`src/rtl/rs232_tx_scheduler.sv`:
```
// Round-robin transmit scheduler: shares one RS232 UART Avalon slave among NUM_REQ
// byte-stream requesters, polling TX FIFO space and keeping a local write credit.
module rs232_tx_scheduler #(
  parameter int unsigned NUM_REQ      = 4,
  parameter bit          LOCK_EN      = 1'b1,
  parameter int unsigned HOLD_TIMEOUT = 16
) (
  input  logic                 clk,
  input  logic                 reset,
  input  logic [NUM_REQ-1:0]   req_valid,
  input  logic [8*NUM_REQ-1:0] req_data,
  input  logic [NUM_REQ-1:0]   req_last,
  output logic [NUM_REQ-1:0]   req_ready,
  output logic [NUM_REQ-1:0]   grant,
  output logic                 busy,
  output logic                 address,
  output logic                 chipselect,
  output logic                 read,
  output logic                 write,
  output logic [3:0]           byteenable,
  output logic [31:0]          writedata,
  input  logic [31:0]          readdata
);

  localparam int unsigned OW        = (NUM_REQ > 1) ? $clog2(NUM_REQ) : 1;
  localparam logic [7:0]  HOLD_LAST = 8'(HOLD_TIMEOUT - 1);

  typedef enum logic [2:0] {
    S_IDLE, S_ARB, S_POLL, S_CHECK, S_WRITE, S_SETTLE, S_HOLD
  } state_e;

  state_e        state_q;
  logic [OW-1:0] owner_q;
  logic [OW-1:0] rr_ptr_q;
  logic [7:0]    credit_q;
  logic [7:0]    hold_cnt_q;
  logic          settle_cnt_q;
  logic          repoll_q;
  logic          last_q;

  logic [OW-1:0] pick_idx_d;
  logic          pick_vld_d;
  logic [OW-1:0] rr_next_d;
  logic          own_valid;
  logic          own_last;
  logic [7:0]    own_data;
  logic [7:0]    space;
  logic          unused_rd;

  // First valid requester at or after rr_ptr; descending scan lets the nearest win.
  always_comb begin
    int idx;
    pick_idx_d = '0;
    pick_vld_d = 1'b0;
    idx        = 0;
    for (int k = int'(NUM_REQ) - 1; k >= 0; k--) begin
      idx = int'(rr_ptr_q) + k;
      if (idx >= int'(NUM_REQ)) idx = idx - int'(NUM_REQ);
      if (req_valid[OW'(idx)]) begin
        pick_idx_d = OW'(idx);
        pick_vld_d = 1'b1;
      end
    end
  end

  assign rr_next_d = (owner_q == OW'(NUM_REQ - 1)) ? '0 : owner_q + OW'(1);
  assign own_valid = req_valid[owner_q];
  assign own_last  = req_last[owner_q];
  assign own_data  = req_data[{owner_q, 3'b000} +: 8];
  assign space     = readdata[23:16];
  assign unused_rd = ^{readdata[31:24], readdata[15:0]};
  assign busy      = (state_q != S_IDLE);

  always_ff @(posedge clk or posedge reset) begin
    if (reset) begin
      state_q      <= S_IDLE;
      owner_q      <= '0;
      rr_ptr_q     <= '0;
      credit_q     <= 8'd0;
      hold_cnt_q   <= 8'd0;
      settle_cnt_q <= 1'b0;
      repoll_q     <= 1'b0;
      last_q       <= 1'b0;
      grant        <= '0;
      req_ready    <= '0;
      address      <= 1'b0;
      chipselect   <= 1'b0;
      read         <= 1'b0;
      write        <= 1'b0;
      byteenable   <= 4'h0;
      writedata    <= 32'h0;
    end else begin
      chipselect <= 1'b0;
      read       <= 1'b0;
      write      <= 1'b0;
      address    <= 1'b0;
      byteenable <= 4'h0;
      req_ready  <= '0;
      case (state_q)
        S_IDLE: begin
          if (pick_vld_d) begin
            grant   <= NUM_REQ'(1) << pick_idx_d;
            owner_q <= pick_idx_d;
            state_q <= S_ARB;
          end
        end
        S_ARB: begin
          if (credit_q == 8'd0) begin
            {chipselect, read, address} <= 3'b111;
            byteenable <= 4'hF;
            state_q    <= S_POLL;
          end else if (own_valid) begin
            {chipselect, write} <= 2'b11;
            byteenable <= 4'b0001;
            writedata  <= {24'h0, own_data};
            req_ready  <= grant;
            last_q     <= own_last;
            state_q    <= S_WRITE;
          end else begin
            hold_cnt_q <= 8'd0;
            state_q    <= S_HOLD;
          end
        end
        S_POLL: state_q <= S_CHECK;
        S_CHECK: begin
          credit_q <= space;
          if (space == 8'd0) begin
            repoll_q     <= 1'b1;
            settle_cnt_q <= 1'b0;
            state_q      <= S_SETTLE;
          end else if (own_valid) begin
            {chipselect, write} <= 2'b11;
            byteenable <= 4'b0001;
            writedata  <= {24'h0, own_data};
            req_ready  <= grant;
            last_q     <= own_last;
            state_q    <= S_WRITE;
          end else begin
            hold_cnt_q <= 8'd0;
            state_q    <= S_HOLD;
          end
        end
        S_WRITE: begin
          credit_q     <= (credit_q != 8'd0) ? credit_q - 8'd1 : 8'd0;
          repoll_q     <= 1'b0;
          settle_cnt_q <= 1'b0;
          state_q      <= S_SETTLE;
        end
        S_SETTLE: begin
          settle_cnt_q <= ~settle_cnt_q;
          if (settle_cnt_q) begin
            if (repoll_q) begin
              repoll_q <= 1'b0;
              {chipselect, read, address} <= 3'b111;
              byteenable <= 4'hF;
              state_q    <= S_POLL;
            end else if (!LOCK_EN || last_q) begin
              rr_ptr_q <= rr_next_d;
              grant    <= '0;
              state_q  <= S_IDLE;
            end else if (own_valid && credit_q == 8'd0) begin
              {chipselect, read, address} <= 3'b111;
              byteenable <= 4'hF;
              state_q    <= S_POLL;
            end else if (own_valid) begin
              {chipselect, write} <= 2'b11;
              byteenable <= 4'b0001;
              writedata  <= {24'h0, own_data};
              req_ready  <= grant;
              last_q     <= own_last;
              state_q    <= S_WRITE;
            end else begin
              hold_cnt_q <= 8'd0;
              state_q    <= S_HOLD;
            end
          end
        end
        S_HOLD: begin
          // Owner keeps the grant while mid-packet, up to HOLD_TIMEOUT idle cycles.
          if (own_valid && credit_q == 8'd0) begin
            {chipselect, read, address} <= 3'b111;
            byteenable <= 4'hF;
            state_q    <= S_POLL;
          end else if (own_valid) begin
            {chipselect, write} <= 2'b11;
            byteenable <= 4'b0001;
            writedata  <= {24'h0, own_data};
            req_ready  <= grant;
            last_q     <= own_last;
            state_q    <= S_WRITE;
          end else if (hold_cnt_q == HOLD_LAST) begin
            rr_ptr_q <= rr_next_d;
            grant    <= '0;
            state_q  <= S_IDLE;
          end else begin
            hold_cnt_q <= hold_cnt_q + 8'd1;
          end
        end
        default: state_q <= S_IDLE;
      endcase
    end
  end

endmodule

```
`config.mk`:
```
export PLATFORM = sky130hd
export DESIGN_NAME = rs232_tx_scheduler
export DESIGN_NICKNAME = d
export VERILOG_FILES = /design/src/rtl/rs232_tx_scheduler.sv
export SDC_FILE = /design/constraint.sdc
export NUM_CORES = 1
export LEC_CHECK = 0
export CAP_MARGIN = 0
export CORE_MARGIN = 2
export CORE_UTILIZATION = 44
export DETAILED_ROUTE_END_ITERATION = 6
export PLACE_DENSITY = 0.81
export SLEW_MARGIN = 20
export SYNTH_ARGS = -nofsm -noshare
export SYNTH_HDL_FRONTEND = slang
export SYNTH_SLANG_ARGS = --single-unit
export TNS_END_PERCENT = 5
```
`constraint.sdc`:
```
create_clock -name clk -period 2.6 [get_ports clk]
set_clock_uncertainty 0.05 [all_clocks]
set_input_delay 0.26 -clock clk [delete_from_list [all_inputs] [get_ports clk]]
set_output_delay 0.26 -clock clk [all_outputs]
set_load 0.01 [all_outputs]
```
* Yosys cells after proc, flatten, opt, wreduce, memory -nomap -nowiden
Cells that the tools add are included.
** Operators by class
- Add/subtract/negate cells :: 10
- Equal/unequal tests :: 22
- Shift-type cells :: 2
- Mux-type cells :: 128
- Bitwise logic cells :: 1
- Order comparisons :: 9
- Reduce and logical (&&, ||, !) cells :: 20
** Operator list (count)
- $mux W32 :: 7
- $pmux W32 S4 :: 1
- $mux W8 :: 11
- $mux W4 :: 20
- $mux W1 :: 44
- $mux W2 :: 17
- $pmux W4 S4 :: 2
- $pmux W8 S4 :: 1
- $shiftx A32 B6 Y8 :: 1
- $mux W3 :: 9
- $ne A2 B2 Y1 const B :: 13
- $pmux W3 S7 :: 1
- $logic_not A8 Y1 :: 2
- $lt A2 B4 Y1 const B :: 4
- $pmux W8 S2 :: 1
- $bmux W1 S2 :: 6
- $pmux W1 S4 :: 3
- $pmux W4 S3 :: 1
- $reduce_and A6 Y1 :: 2
- $reduce_and A10 Y1 :: 1
- $eq A3 B3 Y1 const B :: 3
- $ge A3 B3 Y1 const B :: 3
- $pmux W1 S3 :: 3
- $reduce_bool A3 Y1 :: 3
- other kinds (25) :: 33
** Storage, ports and cells
- Input bits :: 74
- Register bits after elaboration :: 73

* Longest topological paths before layout
Gate-level depths: netlist of the first run.
- Depth in word-level cells :: 13
- Depth in mapped cells :: 10

* Worst setup path after synthesis of the first run
No wires, ideal clock.
- Path kind :: register to register
- Start point :: register credit_q[0]
- End point :: register writedata[0]
- Path buffers :: 3
- Arrival :: 2.112 ns
- Setup time :: 0.125 ns
- Stages on the path, launching flop included :: 11
- Data required time :: 2.425 ns
- Period minus slack after synthesis :: 2.287 ns
- Slack :: 0.313 ns
- Cell sequence :: dfrtp_1 inv_1 ha_1 or4b_1 buf_6 nor2_8 o21ai_2 and3_1 buf_6 buf_8 mux2_4
** Between the ends
- Word-level cells in the longest chain between the ends :: 7
- Elaborated cells between the ends (all ways) :: 9
- Those cells by class :: 1 x eq/ne; 5 x mux; 3 x reduce/logical
** RTL lines
- start, declared :: RTL line 35 : logic [7:0] credit_q;
- start signal, assigned :: RTL line 126 : credit_q <= space;
- start signal, assigned :: RTL line 144 : credit_q <= (credit_q != 8'd0) ? credit_q - 8'd1 : 8'd0;
- $logic_not A8 Y1 * :: RTL line 108, 161, 180
- $logic_and A1 B1 Y1 :: RTL line 161, 180
- $mux W32 (4 in a row)
- $pmux W32 S4
- end signal, assigned :: RTL line 115 : writedata <= {24'h0, own_data};
- end signal, assigned :: RTL line 134 : writedata <= {24'h0, own_data};
- end signal, assigned :: RTL line 168 : writedata <= {24'h0, own_data};
- end, declared :: RTL line 21 : output logic [31:0] writedata,
Every way passes the cells marked *; elsewhere a longest branch is shown, timed or not. The select of a mux whose other input is x is not followed.
A chain may end at the register's enable or synchronous reset.

* Worst setup path after layout of the first run
- Start point :: register credit_q[0]
- End point :: register writedata[3]
The elaborated chain is that of the path after synthesis.

==> metrics.log, run 1 <==
INFO  metric outcome = finished clean
INFO  metric timing.final.crit_share = 95.0%
INFO  metric post_synth_main_area_contributors = dfrtp_1 (39%), mux4_2 (7.4%), buf_4 (6.9%), o21ai_0 (4.9%), mux2_4 (2.5%)
INFO  metric vdd_ir_drop_max = 0.000574 V
INFO  metric num_rows = 30
INFO  metric clock-root-buffer = clkbuf_8
INFO  metric fraction_of_power_spent_switching_nets = 38.3%
INFO  metric setup_total_negative_slack = 0 ns
INFO  metric r2r_cells = 7
INFO  metric cp_data_arrival_time = 2.61 ns
INFO  metric count_of_fill_cells_added_during_filler_insertion = 574
INFO  metric max-clock-path-buffers = 2
INFO  metric clock_power_share = 15.8%
INFO  metric maxSlewHeadroom = 56.0%
INFO  metric antennaDiodeCount = 0
INFO  metric gr-total-overflow = 0
INFO  metric period_needed = 2.47 ns
INFO  metric synth-edff-count = 0
INFO  metric ys_dominant_reg_cell = dfrtp_1
INFO  metric post_cts_buffers = 0
INFO  metric ordered_cell_list_for_the_critical_path = inv_1 -> ha_1 -> or4b_1 -> nor2_8 -> o21ai_2 -> and3_1 -> mux2_4
INFO  metric synth.avg_cell_area = 9.90 um^2
INFO  metric design.final.nets = 460
INFO  metric firstDrtPassIters = 5
INFO  metric start_util = 45.0%
INFO  metric static_leakage = 1.65 nW
INFO  metric drive_gt1_share = 13.3%
INFO  metric pin_count_of_the_biggest_net_entering_global_routing = 48
INFO  metric gp_congestion = 0.897
INFO  metric critical_path.endpoint_type = flip-flop
INFO  metric synth_seq_area_share = 38.7%
INFO  metric multi_input_area = 1600 um^2
INFO  metric internal_power = 0.00243 W
INFO  metric fin_util = 58.0%
INFO  metric yosys_register_bits = 47
INFO  metric setup.worst_path.class = reg -> reg
INFO  metric clk_pin_slew_worst_paths = 0.08 ns
INFO  metric report.final.hold_viol_count = 0
INFO  metric wire_per_inst = 15.7 um
INFO  metric worst_pin_slew = 0.660 ns
INFO  metric yosys_warnings = 0
INFO  metric setup.worst_path.start_class = flip-flop
INFO  metric setup_repair_after_global_routing_missed_its_margin = false
INFO  metric vias = 2632
INFO  metric synth.top_cell.area_share = 38.7%
INFO  metric r2r_setup_slack = 0.13 ns
INFO  metric numCtsBuffers = 5
INFO  metric die-height = 87.1 um
INFO  metric clkLatencyLatePin = 0.30 ns
INFO  metric grtUsageTotal = 20.0%
INFO  metric critical_path.slowest_cell = or4b_1
INFO  metric storage_cell_area = 1180 um^2
INFO  metric synth_cell_types = 64
INFO  metric synthMostInstantiatedCell = dfrtp_1
INFO  metric synth_area = 3040 um^2
INFO  metric cts_hold_buffers = 0
INFO  metric cts.htree.levels = 2
INFO  metric synth.top_cells.by_count = dfrtp_1 (47), o21ai_0 (30), buf_4 (28)
INFO  metric route.final.wire_length = 7.30 mm
INFO  metric endpoints_failing_setup = 0
INFO  metric timing.final.max_slew_violations = 0
INFO  metric design.portCount = 123
INFO  metric chip_width = 87.1 um
INFO  metric cts.sinks = 47
INFO  metric cap_violations = 0
INFO  metric synth_cells = 307
INFO  metric comb_power_share = 53.3%
INFO  metric regToRegStartpoint = credit_q[0]
INFO  metric remaining_drc_errors = 0
INFO  metric dp_hpwl = 5.54 mm
INFO  metric netlist.top_cell.by_area = dfrtp_1
INFO  metric detail-route-antenna-nets = 0
INFO  metric grt_antenna_before_repair = 0
INFO  metric floorplan.core_area = 6760 um^2
INFO  metric areaGrowthSynthToFinish = 28.9%
INFO  metric critical_path.max_stage_delay = 0.61 ns
INFO  metric switching_power_of_the_nets = 0.00151 W
INFO  metric avgViaCountPerCell = 5.67
INFO  metric postSynth.asyncResetShare = 100%
INFO  metric die_outline_area = 7590 um^2
INFO  metric via_count_of_the_first_global_routing_pass = 2521
INFO  metric worst-path-max-fanout = 13
INFO  metric power.share.sequential = 31.0%
INFO  metric power-per-cell-area = 1010 nW/um^2
INFO  metric fmax = 0.405 GHz
INFO  metric clock_tree_from_tritoncts = built
INFO  metric worst_hold_path_type = in -> async
INFO  metric dr.first_iter.drc_count = 206
INFO  metric cts_repair_resize_count = 0
INFO  metric number_of_port_buffers = 74
INFO  metric grt_pass1_wl = 11.9 mm
INFO  metric critical_path.reg2reg.endpoint = writedata[3]
INFO  metric critical_path_required = 2.74 ns
==> layer usage <==
metal / global-route usage, % / vias to the layer above / share of wire (%)
met2: 32.9 / 98 / 50
met5: 0 / - / 0
met4: 7.55 / 0 / 2.2
met1: 25.8 / 1277 / 42
met3: 4.36 / 18 / 5.9
li1: - / 1239 / -
==> power by group through the flow <==
stage	clock (W)	sequential, W	combinational [W]
after floorplan	0	0.00121	0.00144
after detailed placement	0	0.00122	0.00208
final	0.000621	0.00122	0.00210
after global placement	0	0.00121	0.00202
after CTS	0.000635	0.00121	0.00210
after global routing	0.000675	0.00125	0.00231
==> cells in the final DEF, fill, tap and decap left out, types with 4 or more instances in the layout <==
| cell | n |
|---|---|
| clkdlybuf4s50_1 | 74 |
| dfrtp_1 | 47 |
| o21ai_0 | 30 |
| conb_1 | 24 |
| nand2_1 | 16 |
| nor2_1 | 14 |
| inv_1 | 13 |
| a21oi_1 | 13 |
| buf_4 | 13 |
| mux4_2 | 10 |
| nand3_1 | 10 |
| nor3_1 | 8 |
| nand2b_1 | 7 |
| and2_1 | 7 |
| a31oi_1 | 7 |
| nor4_1 | 5 |
| mux2_4 | 5 |
| clkbuf_8 | 5 |
| o22ai_1 | 4 |
| mux2_2 | 4 |
==> registers in the layout, summed over array words and instances, names as in the netlist <==
register	cells
settle_cnt_q	1
rr_ptr_q	2
read	1
credit_q	8
grant	4
write	1
byteenable	2
last_q	1
hold_cnt_q	8
repoll_q	1
chipselect	1
req_ready	4
state_q	3
owner_q	2
writedata	8
==> logic make-up (layout without fill, tap and decap cells) <==
| family | after synthesis | count (layout) | share of synthesized area (%) |
|---|---|---|---|
| buffers and inverters | 56 | 110 | 11.6 |
| multiplexers | 20 | 20 | 11.7 |
| other | 1 | 24 | 0.123 |
| AND/OR/NAND/NOR | 95 | 95 | 18.0 |
| adder cells (fa/ha/maj) | 3 | 3 | 1.24 |
| AO/OA/AOI/OAI | 85 | 85 | 18.6 |
| flip-flops | 47 | 47 | 38.7 |
==> per-stage QoR <==
step                total power (W)  cells  hold slack (ns)  setup slack (ns)  instance area [um^2]
floorplan                   0.00265    330            0.326             0.313                  3130
global placement            0.00323    456            0.436             0.176                  3780
detailed placement          0.00330    456            0.445             0.149                  3780
CTS                         0.00394    464            0.257             0.132                  3920
global route                0.00424    464            0.265           0.00312                  3920
finish                      0.00394    464            0.250             0.130                  3920
==> critical path: cells and delay by family, from the launching register on <==
kind	cells	cell delay (ns)
simple gates	3	1.17
flops	1	0.42
mux	1	0.38
fa+ha+maj	1	0.20
buf+inv	1	0.09
compound gates	1	0.05
==> worst max-delay path by stage <==
| stage | cells after the start | end | from | slack (ns) |
|---|---|---|---|---|
| floorplan | 10 | writedata[0] | credit_q[0] | 0.31 |
| global placement | 6 | writedata[1] | readdata[16] | 0.18 |
| detailed placement | 7 | writedata[7] | credit_q[0] | 0.15 |
| CTS | 7 | writedata[3] | credit_q[0] | 0.13 |
| global route | 7 | writedata[1] | credit_q[0] | 0.003 |
| finish | 7 | writedata[3] | credit_q[0] | 0.13 |
==> cell type report <==
type	instances	share of cell area (%)
clock buffers	6	1.85
clock inverters	2	1.53
inverters	14	1.34
multi-input cells	227	40.8
flip-flops and latches	47	30.0
well taps	80	2.56
repair buffers	88	21.9
(Power assumes the default switching activity.)
==> run 2, diff against run 1 <==
--- a/config.mk
+++ b/config.mk
@@ -5,11 +5,13 @@
 export SDC_FILE = /design/constraint.sdc
 export NUM_CORES = 1
 export LEC_CHECK = 0
+export ABC_AREA = 1
 export CAP_MARGIN = 0
 export CORE_MARGIN = 2
-export CORE_UTILIZATION = 44
+export CORE_UTILIZATION = 45
 export DETAILED_ROUTE_END_ITERATION = 6
 export PLACE_DENSITY = 0.81
+export REMOVE_ABC_BUFFERS = 1
 export SLEW_MARGIN = 20
 export SYNTH_ARGS = -nofsm -noshare
 export SYNTH_HDL_FRONTEND = slang
==> metrics.log, run 2 <==
INFO  metric route.final.wire_length = 7.75 mm
INFO  metric critical_path.reg2reg.endpoint = writedata[5]
INFO  metric finalWorstSetupSlack = 0.452 ns
INFO  metric vias = 3243
INFO  metric start_util = 45.7%
INFO  metric gr-total-overflow = 0
INFO  metric grt_antenna_before_repair = 0
INFO  metric worst_setup_path_startpoint = credit_q[0]
INFO  metric ordered_cell_list_for_the_critical_path = inv_1 -> ha_1 -> nand2_1 -> nor2_2 -> nand3_1 -> inv_1 -> nand3_2 -> nand3_2 -> inv_2 -> nand2_1 -> nand2_1
INFO  metric max-clock-path-buffers = 2
INFO  metric final_cell_mix = nand2_1 (155), clkdlybuf4s50_1 (74), nor2_1 (52), dfrtp_1 (47), inv_1 (42)
INFO  metric synth.avg_cell_area = 6.73 um^2
INFO  metric fmax = 0.466 GHz
INFO  metric clk_pin_slew_worst_paths = 0.09 ns
INFO  metric setup.worst_path.class = reg -> reg
INFO  metric synthMostInstantiatedCell = nand2_1
INFO  metric clkLatencyLatePin = 0.30 ns
INFO  metric grt_pass1_wl = 12.6 mm
INFO  metric cp_data_arrival_time = 2.29 ns
INFO  metric drive_gt1_share = 7.32%
INFO  metric endpoints_failing_setup = 0
INFO  metric via_count_of_the_first_global_routing_pass = 2882
INFO  metric areaGrowthSynthToFinish = 24.7%
INFO  metric chip_width = 89.4 um
INFO  metric design.final.nets = 636
INFO  metric postSynth.asyncResetShare = 100%
INFO  metric report.final.hold_viol_count = 0
INFO  metric die_outline_area = 7990 um^2
INFO  metric dr.first_iter.drc_count = 248
INFO  metric worst_pin_slew = 0.594 ns
INFO  metric post_cts_buffers = 0
INFO  metric period_needed = 2.15 ns
INFO  metric layout.cells.most_common = nand2_1
INFO  metric grtUsageTotal = 19.7%
INFO  metric synth.top_cell.area_share = 35.8%
INFO  metric cts_repair_resize_count = 0
INFO  metric static_leakage = 2.07 nW
INFO  metric antennaDiodeCount = 0
INFO  metric synth_cell_types = 36
INFO  metric maxSlewHeadroom = 60.4%
INFO  metric dp_hpwl = 6.01 mm
INFO  metric regToRegStartpoint = credit_q[0]
INFO  metric setup.worst_path.start_class = flip-flop
INFO  metric firstDrtPassIters = 5
INFO  metric setup_repair_after_global_routing_missed_its_margin = false
INFO  metric post_synth_main_area_contributors = dfrtp_1 (36%), nand2_1 (18%), buf_4 (6.9%), nand3_1 (6.1%), nor2_1 (5.9%)
INFO  metric synth_cells = 488
INFO  metric clock_tree_from_tritoncts = built
INFO  metric yosys_warnings = 0
INFO  metric synth-edff-count = 0
INFO  metric fin_util = 57.0%
INFO  metric pin_count_of_the_biggest_net_entering_global_routing = 48
INFO  metric outcome = finished clean
INFO  metric number_of_port_buffers = 74
INFO  metric timing.final.crit_share = 82.6%
INFO  metric detail-route-antenna-nets = 0
INFO  metric synth.top_cells.by_count = nand2_1 (155), nor2_1 (52), dfrtp_1 (47)
INFO  metric numCtsBuffers = 5
INFO  metric gp_congestion = 0.900
INFO  metric layout_top_registers = credit_q x8, hold_cnt_q x8, writedata x8
INFO  metric cts.htree.levels = 2
INFO  metric ys_dominant_reg_cell = dfrtp_1
INFO  metric design.portCount = 123
INFO  metric cts_hold_buffers = 0
INFO  metric worst_hold_path_type = in -> async
INFO  metric remaining_drc_errors = 0
INFO  metric setup_total_negative_slack = 0 ns
INFO  metric die-height = 89.4 um
INFO  metric avgViaCountPerCell = 4.92
INFO  metric critical_path.slowest_cell = dfrtp_1
INFO  metric clock-root-buffer = clkbuf_8
INFO  metric crit_family = simple AND/OR/NAND/NOR gates
INFO  metric netlist.top_cell.by_area = dfrtp_1
INFO  metric dp_worst_setup_slack = 0.465 ns
INFO  metric path_buf_inv = 3
INFO  metric power-per-cell-area = 1000 nW/um^2
INFO  metric worst-path-max-fanout = 13
INFO  metric cap_violations = 0
INFO  metric final_cell_area_excluding_filler_cells = 4090 um^2
INFO  metric synth_seq_area_share = 35.8%
INFO  metric critical_path.endpoint_type = flip-flop
INFO  metric placed_cell_area = 4000 um^2
INFO  metric vdd_ir_drop_max = 0.000369 V
INFO  metric r2r_cells = 11
INFO  metric r2r_setup_slack = 0.45 ns
INFO  metric critPathMostFrequentCell = nand2_1
INFO  metric cts.sinks = 47
INFO  metric yosys_register_bits = 47
INFO  metric timing.final.max_slew_violations = 0
INFO  metric critical_path.max_stage_delay = 0.36 ns
INFO  metric num_rows = 31
INFO  metric p_total = 0.00410 W
INFO  metric critical_path_required = 2.74 ns
INFO  metric floorplan.core_area = 7180 um^2
INFO  metric synth_area = 3280 um^2
INFO  metric wire_per_inst = 11.8 um
run 2: cell count changes after synthesis, sizes merged, moves of 6 or more:
cell	before	now
a21oi	13	5
mux4	10	0
nor2	15	55
mux2	9	0
inv	14	53
nand3	10	46
nand2b	7	0
nand2	16	160
nor3	8	2
and2	7	1
run 2: layout make-up:
type | count | area [um^2]
fill | 676 | 3080
multi-input combinational | 373 | 1730
sequential | 47 | 1180
timing repair buffer | 78 | 771
inverter | 54 | 203
tap | 99 | 124
clock buffer | 5 | 68.8
clock inverter | 3 | 20.0
run 2: report_power, final:
part	leakage (nW)	internal, W	total, W	switching (W)
combinational	1.42	0.000911	0.00248	0.00157
clock	0.0402	0.000187	0.000441	0.000253
sequential	0.606	0.000982	0.00118	0.000195
run 2: logic make-up (layout without fill, tap and decap cells):
group,count (synthesis),in the layout,share of synthesized area (%)
adder cells (fa/ha/maj),3,3,1.14
flip-flops,47,47,35.8
buffers and inverters,91,140,14.1
other,1,24,0.114
AO/OA/AOI/OAI,66,66,11.3
AND/OR/NAND/NOR,275,275,36.1
XOR/XNOR,5,5,1.33
run 2: metrics by stage:
stage | hold slack, ns | cells
after floorplan | 0.412 | 474
after global placement | 0.413 | 651
after detailed placement | 0.414 | 651
after CTS | 0.407 | 659
after global routing | 0.450 | 659
final | 0.391 | 659
run 2: worst reg2reg max path, delay by kind of cell, from the launching register on:
kind                       cells  cell delay, ns
buffers and inverters          3            0.49
DFF                            1            0.36
and+or+nand+nor                7            0.93
adders and majority gates      1            0.22
run 2: routing by layer:
metal	vias up	wire length [um]	part of all wire, %	global-route usage (%)
li1	1651	-	-	-
met5	-	0	0	0
met2	109	3770	49	33.6
met3	13	384	5.0	2.31
met4	0	153	2.0	7.19
met1	1470	3440	44	25.6
run 2: worst max-delay path by stage:
stage                     to  slack [ns]  cells past startpoint
6_report        writedata[5]        0.45                     11
5_1_grt         writedata[5]        0.27                     11
4_1_cts         writedata[5]        0.49                     11
3_5_place_dp    writedata[3]        0.46                      9
3_3_place_gp    writedata[3]        0.51                      9
2_1_floorplan  hold_cnt_q[0]        0.72                      9
